<file path="config.mk">
export PLATFORM = sky130hd
export DESIGN_NAME = net_port_supervisor
export DESIGN_NICKNAME = d
export VERILOG_FILES = /design/src/rtl/net_port_supervisor.sv
export SDC_FILE = /design/constraint.sdc
export NUM_CORES = 1
export LEC_CHECK = 0
export BUFFER_PORTS_ARGS = -buffer_cell sky130_fd_sc_hd__buf_4
export CAP_MARGIN = 15
export CORE_ASPECT_RATIO = 0.7
export CORE_MARGIN = 4
export CORE_UTILIZATION = 60
export DETAILED_ROUTE_END_ITERATION = 10
export GPL_TIMING_DRIVEN = 0
export MAX_ROUTING_LAYER = met4
export PLACE_DENSITY = 0.8
export SETUP_SLACK_MARGIN = 0.5
export SLEW_MARGIN = 10
export SYNTH_ARGS = -nofsm -noshare
export SYNTH_HDL_FRONTEND = slang
export SYNTH_SLANG_ARGS = --single-unit
</file>
<file path="constraint.sdc">
create_clock -name clk_125mhz -period 3 [get_ports clk_125mhz]
set_clock_uncertainty 0.15 [all_clocks]
set_input_delay 0.15 -clock clk_125mhz [delete_from_list [all_inputs] [get_ports clk_125mhz]]
set_output_delay 0.15 -clock clk_125mhz [all_outputs]
set_load 0.01 [all_outputs]
</file>
<file path="src/rtl/net_port_supervisor.sv">
// net_port_supervisor
//   Per-port supervisor for a set of Ethernet ports. Each port runs a PHY reset
//   sequencer (restartable by a soft request), tracks link state, drives link
//   and activity LEDs, and keeps a saturating link-flap counter. A single blink
//   phase generator is shared by all ports for the remote-fault indication.
//
// Ports
//   clk_125mhz    in  1            only clock
//   rst           in  1            synchronous active-high reset
//   phy_rst_req   in  NUM_PORTS    pulse: restart that port's PHY reset sequence
//   link_up       in  NUM_PORTS    link level from the MAC wrapper
//   remote_fault  in  NUM_PORTS    remote fault level from the MAC wrapper
//   rx_activity   in  NUM_PORTS    pulse per received frame
//   tx_activity   in  NUM_PORTS    pulse per transmitted frame
//   flap_clr      in  NUM_PORTS    pulse: clear that port's flap counter
//   phy_rst_n     out NUM_PORTS    active-low PHY reset (registered)
//   port_up       out NUM_PORTS    port is in the UP state
//   link_change   out NUM_PORTS    pulse on entry to or exit from UP
//   led_link      out NUM_PORTS    link LED, blinks on remote fault
//   led_act       out NUM_PORTS    stretched activity LED
//   flap_count    out NUM_PORTS*16 saturating link-loss counters
module net_port_supervisor #(
   parameter int unsigned NUM_PORTS          = 4,
   parameter int unsigned RST_CYCLES         = 262144,
   parameter int unsigned ACT_STRETCH_CYCLES = 6250000,
   parameter int unsigned BLINK_HALF_CYCLES  = 15625000
) (
   input  logic                        clk_125mhz,
   input  logic                        rst,
   input  logic [NUM_PORTS-1:0]        phy_rst_req,
   input  logic [NUM_PORTS-1:0]        link_up,
   input  logic [NUM_PORTS-1:0]        remote_fault,
   input  logic [NUM_PORTS-1:0]        rx_activity,
   input  logic [NUM_PORTS-1:0]        tx_activity,
   input  logic [NUM_PORTS-1:0]        flap_clr,
   output logic [NUM_PORTS-1:0]        phy_rst_n,
   output logic [NUM_PORTS-1:0]        port_up,
   output logic [NUM_PORTS-1:0]        link_change,
   output logic [NUM_PORTS-1:0]        led_link,
   output logic [NUM_PORTS-1:0]        led_act,
   output logic [NUM_PORTS-1:0][15:0]  flap_count
);

   localparam int unsigned RstW   = $clog2(RST_CYCLES + 1);
   localparam int unsigned ActW   = $clog2(ACT_STRETCH_CYCLES + 1);
   localparam int unsigned BlinkW = $clog2(BLINK_HALF_CYCLES + 1);

   localparam logic [RstW-1:0]   RstLast   = RstW'(RST_CYCLES - 1);
   localparam logic [ActW-1:0]   ActLoad   = ActW'(ACT_STRETCH_CYCLES);
   localparam logic [BlinkW-1:0] BlinkLast = BlinkW'(BLINK_HALF_CYCLES - 1);

   typedef enum logic [1:0] {StReset, StWaitLink, StUp} state_e;

   state_e                      state_q     [NUM_PORTS];
   state_e                      state_d     [NUM_PORTS];
   logic [RstW-1:0]             rst_cnt_q   [NUM_PORTS];
   logic [RstW-1:0]             rst_cnt_d   [NUM_PORTS];
   logic [ActW-1:0]             act_cnt_q   [NUM_PORTS];
   logic [ActW-1:0]             act_cnt_d   [NUM_PORTS];
   logic [NUM_PORTS-1:0][15:0]  flap_q, flap_d;
   logic [NUM_PORTS-1:0]        phy_rst_n_q, phy_rst_n_d;
   logic [NUM_PORTS-1:0]        link_change_q, link_change_d;
   logic [BlinkW-1:0]           blink_cnt_q, blink_cnt_d;
   logic                        blink_phase_q, blink_phase_d;

   always_comb begin
      blink_cnt_d   = blink_cnt_q + BlinkW'(1);
      blink_phase_d = blink_phase_q;
      if (blink_cnt_q == BlinkLast) begin
         blink_cnt_d   = '0;
         blink_phase_d = ~blink_phase_q;
      end

      for (int p = 0; p < NUM_PORTS; p++) begin
         state_d[p]   = state_q[p];
         rst_cnt_d[p] = rst_cnt_q[p];
         act_cnt_d[p] = act_cnt_q[p];
         flap_d[p]    = flap_q[p];

         case (state_q[p])
            StReset: begin
               if (rst_cnt_q[p] == RstLast) state_d[p] = StWaitLink;
               else                         rst_cnt_d[p] = rst_cnt_q[p] + RstW'(1);
            end
            StWaitLink: begin
               if (link_up[p]) state_d[p] = StUp;
            end
            StUp: begin
               if (!link_up[p]) begin
                  state_d[p] = StWaitLink;
                  if (flap_q[p] != 16'hFFFF) flap_d[p] = flap_q[p] + 16'd1;
               end
            end
            default: state_d[p] = StReset;
         endcase

         // A soft reset is not a link flap: undo any increment from a coincident loss.
         if (phy_rst_req[p]) begin
            state_d[p]   = StReset;
            rst_cnt_d[p] = '0;
            flap_d[p]    = flap_q[p];
         end

         if (flap_clr[p]) flap_d[p] = '0;

         // Activity only counts when the port was already UP and stays UP.
         if (state_d[p] != StUp) begin
            act_cnt_d[p] = '0;
         end else if (state_q[p] == StUp && (rx_activity[p] || tx_activity[p])) begin
            act_cnt_d[p] = ActLoad;
         end else if (act_cnt_q[p] != '0) begin
            act_cnt_d[p] = act_cnt_q[p] - ActW'(1);
         end

         link_change_d[p] = (state_q[p] == StUp) != (state_d[p] == StUp);
         // Lags the state by one edge so the pin stays low RST_CYCLES full cycles.
         phy_rst_n_d[p]   = !phy_rst_req[p] && (state_q[p] != StReset);
      end
   end

   always_ff @(posedge clk_125mhz) begin
      if (rst) begin
         for (int p = 0; p < NUM_PORTS; p++) begin
            state_q[p]   <= StReset;
            rst_cnt_q[p] <= '0;
            act_cnt_q[p] <= '0;
         end
         flap_q        <= '0;
         phy_rst_n_q   <= '0;
         link_change_q <= '0;
         blink_cnt_q   <= '0;
         blink_phase_q <= 1'b0;
      end else begin
         for (int p = 0; p < NUM_PORTS; p++) begin
            state_q[p]   <= state_d[p];
            rst_cnt_q[p] <= rst_cnt_d[p];
            act_cnt_q[p] <= act_cnt_d[p];
         end
         flap_q        <= flap_d;
         phy_rst_n_q   <= phy_rst_n_d;
         link_change_q <= link_change_d;
         blink_cnt_q   <= blink_cnt_d;
         blink_phase_q <= blink_phase_d;
      end
   end

   always_comb begin
      for (int p = 0; p < NUM_PORTS; p++) begin
         port_up[p]  = (state_q[p] == StUp);
         led_link[p] = port_up[p] && (!remote_fault[p] || blink_phase_q);
         led_act[p]  = (act_cnt_q[p] != '0);
      end
   end

   assign phy_rst_n   = phy_rst_n_q;
   assign link_change = link_change_q;
   assign flap_count  = flap_q;

endmodule

</file>
==> Yosys cells after proc, flatten, opt, wreduce, memory -nomap -nowiden <==
Memories as Yosys holds them, arrays and structs flattened.
Cells that the tools add are included.
{ "totals": {"out_inout_bits": 84, "ramBits": 176, "register_bits": 97, "n_memories": 3, "latch_bits": 0, "input_bits": 26, "word_cells": 182, "mem_bits_ro": 0} }
{ "mem_list": {"columns": ["memory", "depth", "word_bits", "rd", "rd_clocked_by_memory_dff", "wr", "line", "source"], "rows": [
  ["act_cnt_q", 4, 23, 4, 0, 4, "58", "logic [ActW-1:0] act_cnt_q [NUM_PORTS];"],
  ["rst_cnt_q", 4, 19, 4, 0, 4, "56", "logic [RstW-1:0] rst_cnt_q [NUM_PORTS];"],
  ["state_q", 4, 2, 4, 0, 4, "54", "state_e state_q [NUM_PORTS];"]
]} }
{ "classes": {"eq_ne": 29, "n_reduce_logical": 49, "muxes": 59, "mul": 0, "div": 0, "n_bitwise": 21, "shift": 0, "addsub": 13, "order_cmp": 0} }
{ "op_table": {"columns": ["cell", "count"], "rows": [
  ["23-bit two-way mux", 16],
  ["19-bit two-way mux", 16],
  ["23-bit nonzero test", 4],
  ["23-bit by 1-bit subtractor with 23-bit output, second input constant", 4],
  ["19-bit by 1-bit adder with 19-bit output, second input constant", 4],
  ["19-bit by 18-bit equality test with 1-bit output, second input constant", 4],
  ["16-bit by 1-bit adder with 16-bit output, second input constant", 4],
  ["16-bit inequality test, second input constant", 4],
  ["2-bit two-way mux", 20],
  ["24-bit by 1-bit adder with 24-bit output, second input constant", 1],
  ["24-bit equality test, second input constant", 1],
  ["2-bit case mux with 3 select lines", 4],
  ["2-bit equality test, second input constant", 8],
  ["4-bit AND reduction", 4],
  ["1-bit logical AND", 12],
  ["1-bit bitwise OR", 12],
  ["2-bit OR reduction", 5],
  ["1-bit inverter", 9],
  ["2-bit by 1-bit equality test with 1-bit output, second input constant", 4],
  ["1-bit logical NOT", 8],
  ["2-bit logical NOT", 4],
  ["1-bit logical OR", 8],
  ["2-bit inequality test, second input constant", 4],
  ["2-bit nonzero test", 4],
  ["2 further kinds", 7]
]} }

==> Depth between registers and ports, before layout <==
Gate-level depths: netlist of run 1.
{ "depth": {"word_depth": 7, "mapped_depth": 8, "depth_no_buf": 7} }

==> Worst setup path before layout of run 1 <==
OpenSTA, ideal clock, no wires.
{ "synth_timing": {"path_kind": "reg-to-reg", "from": "mem act_cnt_q[0][32] (netlist name)", "to": "mem act_cnt_q[0][28] (netlist name)", "slack_ns": 0.515, "path_buffers": 1, "synth_period_minus_slack_ns": 2.485, "setup_ns": 0.121, "arrival_ns": 2.214, "required_ns": 2.729, "path_stages_with_launch": 7, "cell_sequence": "dfxtp_1 -> or4_1 -> buf_2 -> nor4_2 -> nand3_1 -> nand3b_1 -> mux2_2"} }
{ "synth_rtl": {"columns": ["element", "line"], "rows": [
  ["from (decl)", "58"]
]} }

==> results.toml, run 1 <==
[power]
power.switching_w = 0.00150
internal_power_w = 0.00568
seqPwrFrac = 0.507
ir_drop_mv = 0.446
powerDensity_nw_per_um2 = 454
pwr-share-clk = 0.473
pwr-share-comb = 0.019
leakage_nw = 5.60
swShare = 0.209

[floorplan]
core-area_um2 = 21600
start_util = 0.610
ios = 110
rows = 45
die_h_um = 132
die_width_um = 185
dieArea_um2 = 24400

[final_layout]
drive_above_1_share = 0.132
area_growth_pct = 19.8
nets = 1782
diodes = 0
n_fill_cell = 1654

[synthesis]
synth_seq_cells = 273
synth_top_area_share = 0.415
syn_area_per_cell_um2 = 8.40
synth-edff-count = 0
ys_types = 70
yosysMostFrequentCell = "dfxtp_1"
synth_flop_cell = "dfxtp_1"
synth_area_um2 = 13200
synth_area_leader_cell = "dfxtp_1"
ys_top_cells_by_count = "dfxtp_1, nor2_1, xnor2_1, a21oi_1, nand2_1"
ys_seq_area_frac = 0.415
synthArstFlopShare = 0
syn_inst = 1569
synthTopCellsByArea = "dfxtp_1, xnor2_1, nor2_1"
syn-num-nets = 1612
ys_warn_count = 0

[outcome]
status = "complete, no violations"

[global_route]
grt_overflow = 0
first_global_vias = 10800
grt_max_degree = 15
antenna_found_initial = 1
track_usage = 0.245
grt_pass1_wl_mm = 50.8

[worst_setup_path]
cp.arrival_ns = 2.33
crit_fanout = 8
end_kind = "primary output"
worstSetupPathType = "flip-flop to primary output"
start_kind = "flip-flop"
critical_path_required_ns = 2.70

[route]
avgViaCountPerCell = 5.92
ant_nets = 0
totalWireLength_mm = 31.3
drc = 0
first_iter_violations = 774
wl_per_cell_um = 15.3
route.vias.total = 12100
first_pass_iters = 5

[flow_run]
maxCapViolCount = 0

[sta]
fin_ws_ns = 0.371
timing.fmax_ghz = 0.380
rsz0062_at_grt = "true"
worst_pin_slew_ns = 0.942
tns_ns = 0
layout_min_cycle_time_ns = 2.63
finalSetupViolCount = 0
relSlewSlack = 0.366
finalCritPeriodShare = 0.876
slew_violations = 0
finalHoldViolations = 0

[cts]
cts_buffer_depth = 3
numClockSinks = 273
htreeDepth = 1
cts_buffers = 27
clkTransAtPathRegs_ns = 0.06
root_buffer = "clkbuf_16"
clkLatencyLatePin_ns = 0.53
cts_tree = "built"

[hold_path]
hold_path.class = "input pin to flip-flop"

[place]
place.gp.congestion = 0.893
hpwl_mm = 21.4
place_ws_ns = 0.277
port_buffers = 109
[placed cells by master (no fill, tap or decap), types with 51 or more instances in the layout]
cell      instances
buf_4           118
clkbuf_1         51
nor2_1          211
nand3_1          76
nand2_1          96
a21oi_1         106
nand4_1          51
xnor2_1         110
xor2_1           51
nor3_1           57
dfxtp_1         272
[power by group through the flow]
stage / sequential, W / combinational [W] / clock (W)
5_1_grt: 0.00364 / 0.000154 / 0.00360
4_1_cts: 0.00364 / 0.000138 / 0.00344
3_3_place_gp: 0.00372 / 0.000115 / 0
3_5_place_dp: 0.00372 / 0.000117 / 0
2_1_floorplan: 0.00372 / 0.0000605 / 0
6_report: 0.00364 / 0.000139 / 0.00340
[critical path: stages (launching register included)]
cell     delay [ns]
dfxtp_1        0.35
or4_4          0.62
nor4_4         0.39
nand3_2        0.24
buf_4          0.21
[path summary, 6_finish.rpt]
kind                                        from                to  slack (ns)  cells past startpoint
worst min register to register  rst_cnt_q[3][18]  rst_cnt_q[3][18]        0.30                      2
worst min-delay path                 flap_clr[2]    flap_count[35]        0.04                      4
worst max register to register  act_cnt_q[0][46]  act_cnt_q[0][64]        0.53                      8
worst max-delay path            act_cnt_q[0][27]        led_act[1]        0.37                      4
[metal layers]
layer  routed length (um)  track usage  up-vias
met4                  510       0.0436        0
met3                 1800       0.0345       50
met1                15200        0.357     5645
met2                13800        0.370      365
li1                     -            -     6032
met5                    0            -        -
[cells by family (layout without fill, tap and decap cells)]
family | Yosys count | count (layout) | share of synthesized area
AO/OA/AOI/OAI | 279 | 279 | 0.134
XOR/XNOR | 161 | 161 | 0.107
adder cells (fa/ha/maj) | 19 | 19 | 0.0177
buffers and inverters | 97 | 287 | 0.0283
flip-flops | 273 | 273 | 0.415
multiplexers | 11 | 11 | 0.00845
AND/OR/NAND/NOR | 729 | 729 | 0.291
[cell type report]
cell class	count	area (um^2)	share of cell area
buffer	61	274	0.0173
clock buffer	34	732	0.0463
clock inverter	15	154	0.00974
inverter	36	135	0.00855
multi-input combinational	1199	7570	0.479
sequential	273	5470	0.346
tap	282	353	0.0223
timing repair buffer	141	1110	0.0703
[flip-flops by register name, summed over array words and instances (netlist names)]
| register | count |
|---|---|
| rst_cnt_q | 76 |
| link_change | 4 |
| phy_rst_n | 4 |
| blink_phase_q | 1 |
| flap_count | 64 |
| act_cnt_q | 92 |
| blink_cnt_q | 24 |
| state_q | 8 |
[stage by stage]
stage / hold WS [ns] / util / total power (W) / cells / cell area (um^2)
after global placement: 0.269 / 0.664 / 0.00384 / 1960 / 14400
after floorplan: 0.174 / - / 0.00378 / 1569 / 13200
final: 0.0357 / 0.731 / 0.00718 / 2041 / 15800
after CTS: 0.00991 / 0.722 / 0.00722 / 2034 / 15600
after global routing: 0.0377 / 0.731 / 0.00739 / 2041 / 15800
after detailed placement: 0.287 / 0.664 / 0.00384 / 1961 / 14400
[what timing repair did]
action                                 in CTS  in global routing
pin swaps                                   8                  9
setup endpoints to repair                  24                 72
endpoints found under the hold margin      42                  0
setup buffers                               2                  7
hold buffers                               22                  0
gates resized for setup                    26                 34
(Power assumes the default switching activity.)
==> inputs of run 2 (changes only) <==
--- a/constraint.sdc
+++ b/constraint.sdc
@@ -4,2 +4,2 @@
 set_output_delay 0.15 -clock clk_125mhz [all_outputs]
-set_load 0.01 [all_outputs]
+set_load 0.02 [all_outputs]
==> run 2 against run 1 <==
The run now ends with hold timing left. Clock-buffer cell count stayed put. Non-clock buffer count increased by 7. Sequential power about the same. Critical path depth increased by 1. Sequential share of layout area fell by 0.26 points. Global-route usage up 0.66 points. Sequential cell count unchanged. Utilization rose by 0.72 points. Cell area rose by 0.98%. Critical endpoint unchanged.
==> results.toml, run 2 (synthesis results as in run 1) <==
[outcome]
status = "complete, but fails checks"
violations = "hold timing"

[cts]
clkTransAtPathRegs_ns = 0.07
cts_tree = "built"
htreeDepth = 1
cts_buffer_depth = 3
clkLatencyLatePin_ns = 0.54
cts_buffers = 27
root_buffer = "clkbuf_16"
numClockSinks = 273

[route]
route.vias.total = 12200
avgViaCountPerCell = 5.94
drc = 0
ant_nets = 0
wl_per_cell_um = 15.5
first_pass_iters = 5
first_iter_violations = 751
totalWireLength_mm = 31.7

[floorplan]
ios = 110
die_h_um = 132
core-area_um2 = 21600
dieArea_um2 = 24400
rows = 45
die_width_um = 185
start_util = 0.610

[worst_setup_path]
end_kind = "primary output"
start_kind = "flip-flop"
critical_path_required_ns = 2.70
cp.arrival_ns = 2.14
crit_fanout = 5
worstSetupPathType = "flip-flop to primary output"

[sta]
timing.fmax_ghz = 0.410
finalCritPeriodShare = 0.814
tns_ns = 0
relSlewSlack = 0.469
finalHoldViolations = 3
worst_pin_slew_ns = 0.790
whs_ns = -0.0135
slew_violations = 0
rsz0062_at_grt = "true"
finalSetupViolCount = 0
layout_min_cycle_time_ns = 2.44

[power]
pwr-share-clk = 0.470
seqPwrFrac = 0.510
finalPower_w = 0.00714
powerDensity_nw_per_um2 = 448
internal_power_w = 0.00562
leakage_nw = 5.64
power.switching_w = 0.00152
pwr-share-comb = 0.020
ir_drop_mv = 0.517
swShare = 0.213

[final_layout]
finalCoreUtilization = 0.738
top_register = "act_cnt_q"
n_fill_cell = 1618
layoutNonFillerInstCount = 2048
nets = 1789
largest_reg_flops = 92
final_common_cell = "dfxtp_1"
mostFrequentLayoutCells = "dfxtp_1, nor2_1, buf_4, xnor2_1, a21oi_1"
diodes = 0
area_growth_pct = 21.0
drive_above_1_share = 0.144

[global_route]
grt_overflow = 0
grt_max_degree = 15
antenna_found_initial = 0
first_global_vias = 10900
track_usage = 0.252
grt_pass1_wl_mm = 52.0

[flow_run]
maxCapViolCount = 0

[place]
place.gp.congestion = 0.878
port_buffers = 109
hpwl_mm = 21.6
dp_cells = 1960

[hold_path]
hold_path.class = "input pin to flip-flop"
## run 2: repair_timing
action	CTS	global route
endpoints found under the hold margin	48	0
pin swaps	7	16
hold buffers	26	0
setup buffers	5	8
endpoints found under the setup margin	25	71
gates resized for setup	34	53
## run 2: final cells by class
type / count / area, um^2 / share of cell area
Buffer: 61 / 280 / 0.0176
Clock buffer: 34 / 742 / 0.0465
Clock inverter: 15 / 139 / 0.00871
Inverter: 36 / 135 / 0.00847
Multi-Input combinational cell: 1199 / 7640 / 0.479
Sequential cell: 273 / 5480 / 0.343
Tap cell: 282 / 353 / 0.0221
Timing Repair Buffer: 148 / 1180 / 0.0740
## run 2: power by group through the flow
stage               clock network (W)  logic (W)  registers (W)
global route                  0.00356   0.000156        0.00364
CTS                           0.00341   0.000140        0.00364
detailed placement                  0   0.000117        0.00372
floorplan                           0  0.0000605        0.00372
finish                        0.00336   0.000142        0.00364
global placement                    0   0.000114        0.00372
## run 2: worst paths after layout
check / slack [ns] / startpoint / cells after the start / endpoint
max: 0.56 / act_cnt_q[0][34] / 5 / led_act[1]
min: -0.01 / tx_activity[2] / 4 / act_cnt_q[0][49]
max reg2reg: 0.57 / state_q[0][5] / 8 / flap_count[39]
min reg2reg: 0.30 / rst_cnt_q[0][18] / 2 / rst_cnt_q[0][18]
## run 2: layer usage
layer  wire [um]  global-route usage  part of all wire  vias to the layer above
li1            -                   -                 -                     6041
met2       13900               0.376              0.44                      343
met4         522              0.0501             0.016                        0
met1       15600               0.367              0.49                     5728
met5           0                   -                 0                        -
met3        1720              0.0370             0.054                       49
## run 2: through the flow
stage,hold WS [ns],cell area (um^2),setup slack [ns]
final,-0.0135,16000,0.559
after global routing,0.0145,16000,0.486
after CTS,0.0262,15700,0.494
after detailed placement,0.277,14400,0.316
after global placement,0.273,14400,0.355
after floorplan,0.174,13200,0.531
## run 2: worst max-delay path: stages, from the launching register on
cell and delay [ns]:
dfxtp_2 0.33, or4_4 0.52, buf_6 0.14, nor4_4 0.33, nand3_4 0.14, buf_6 0.16
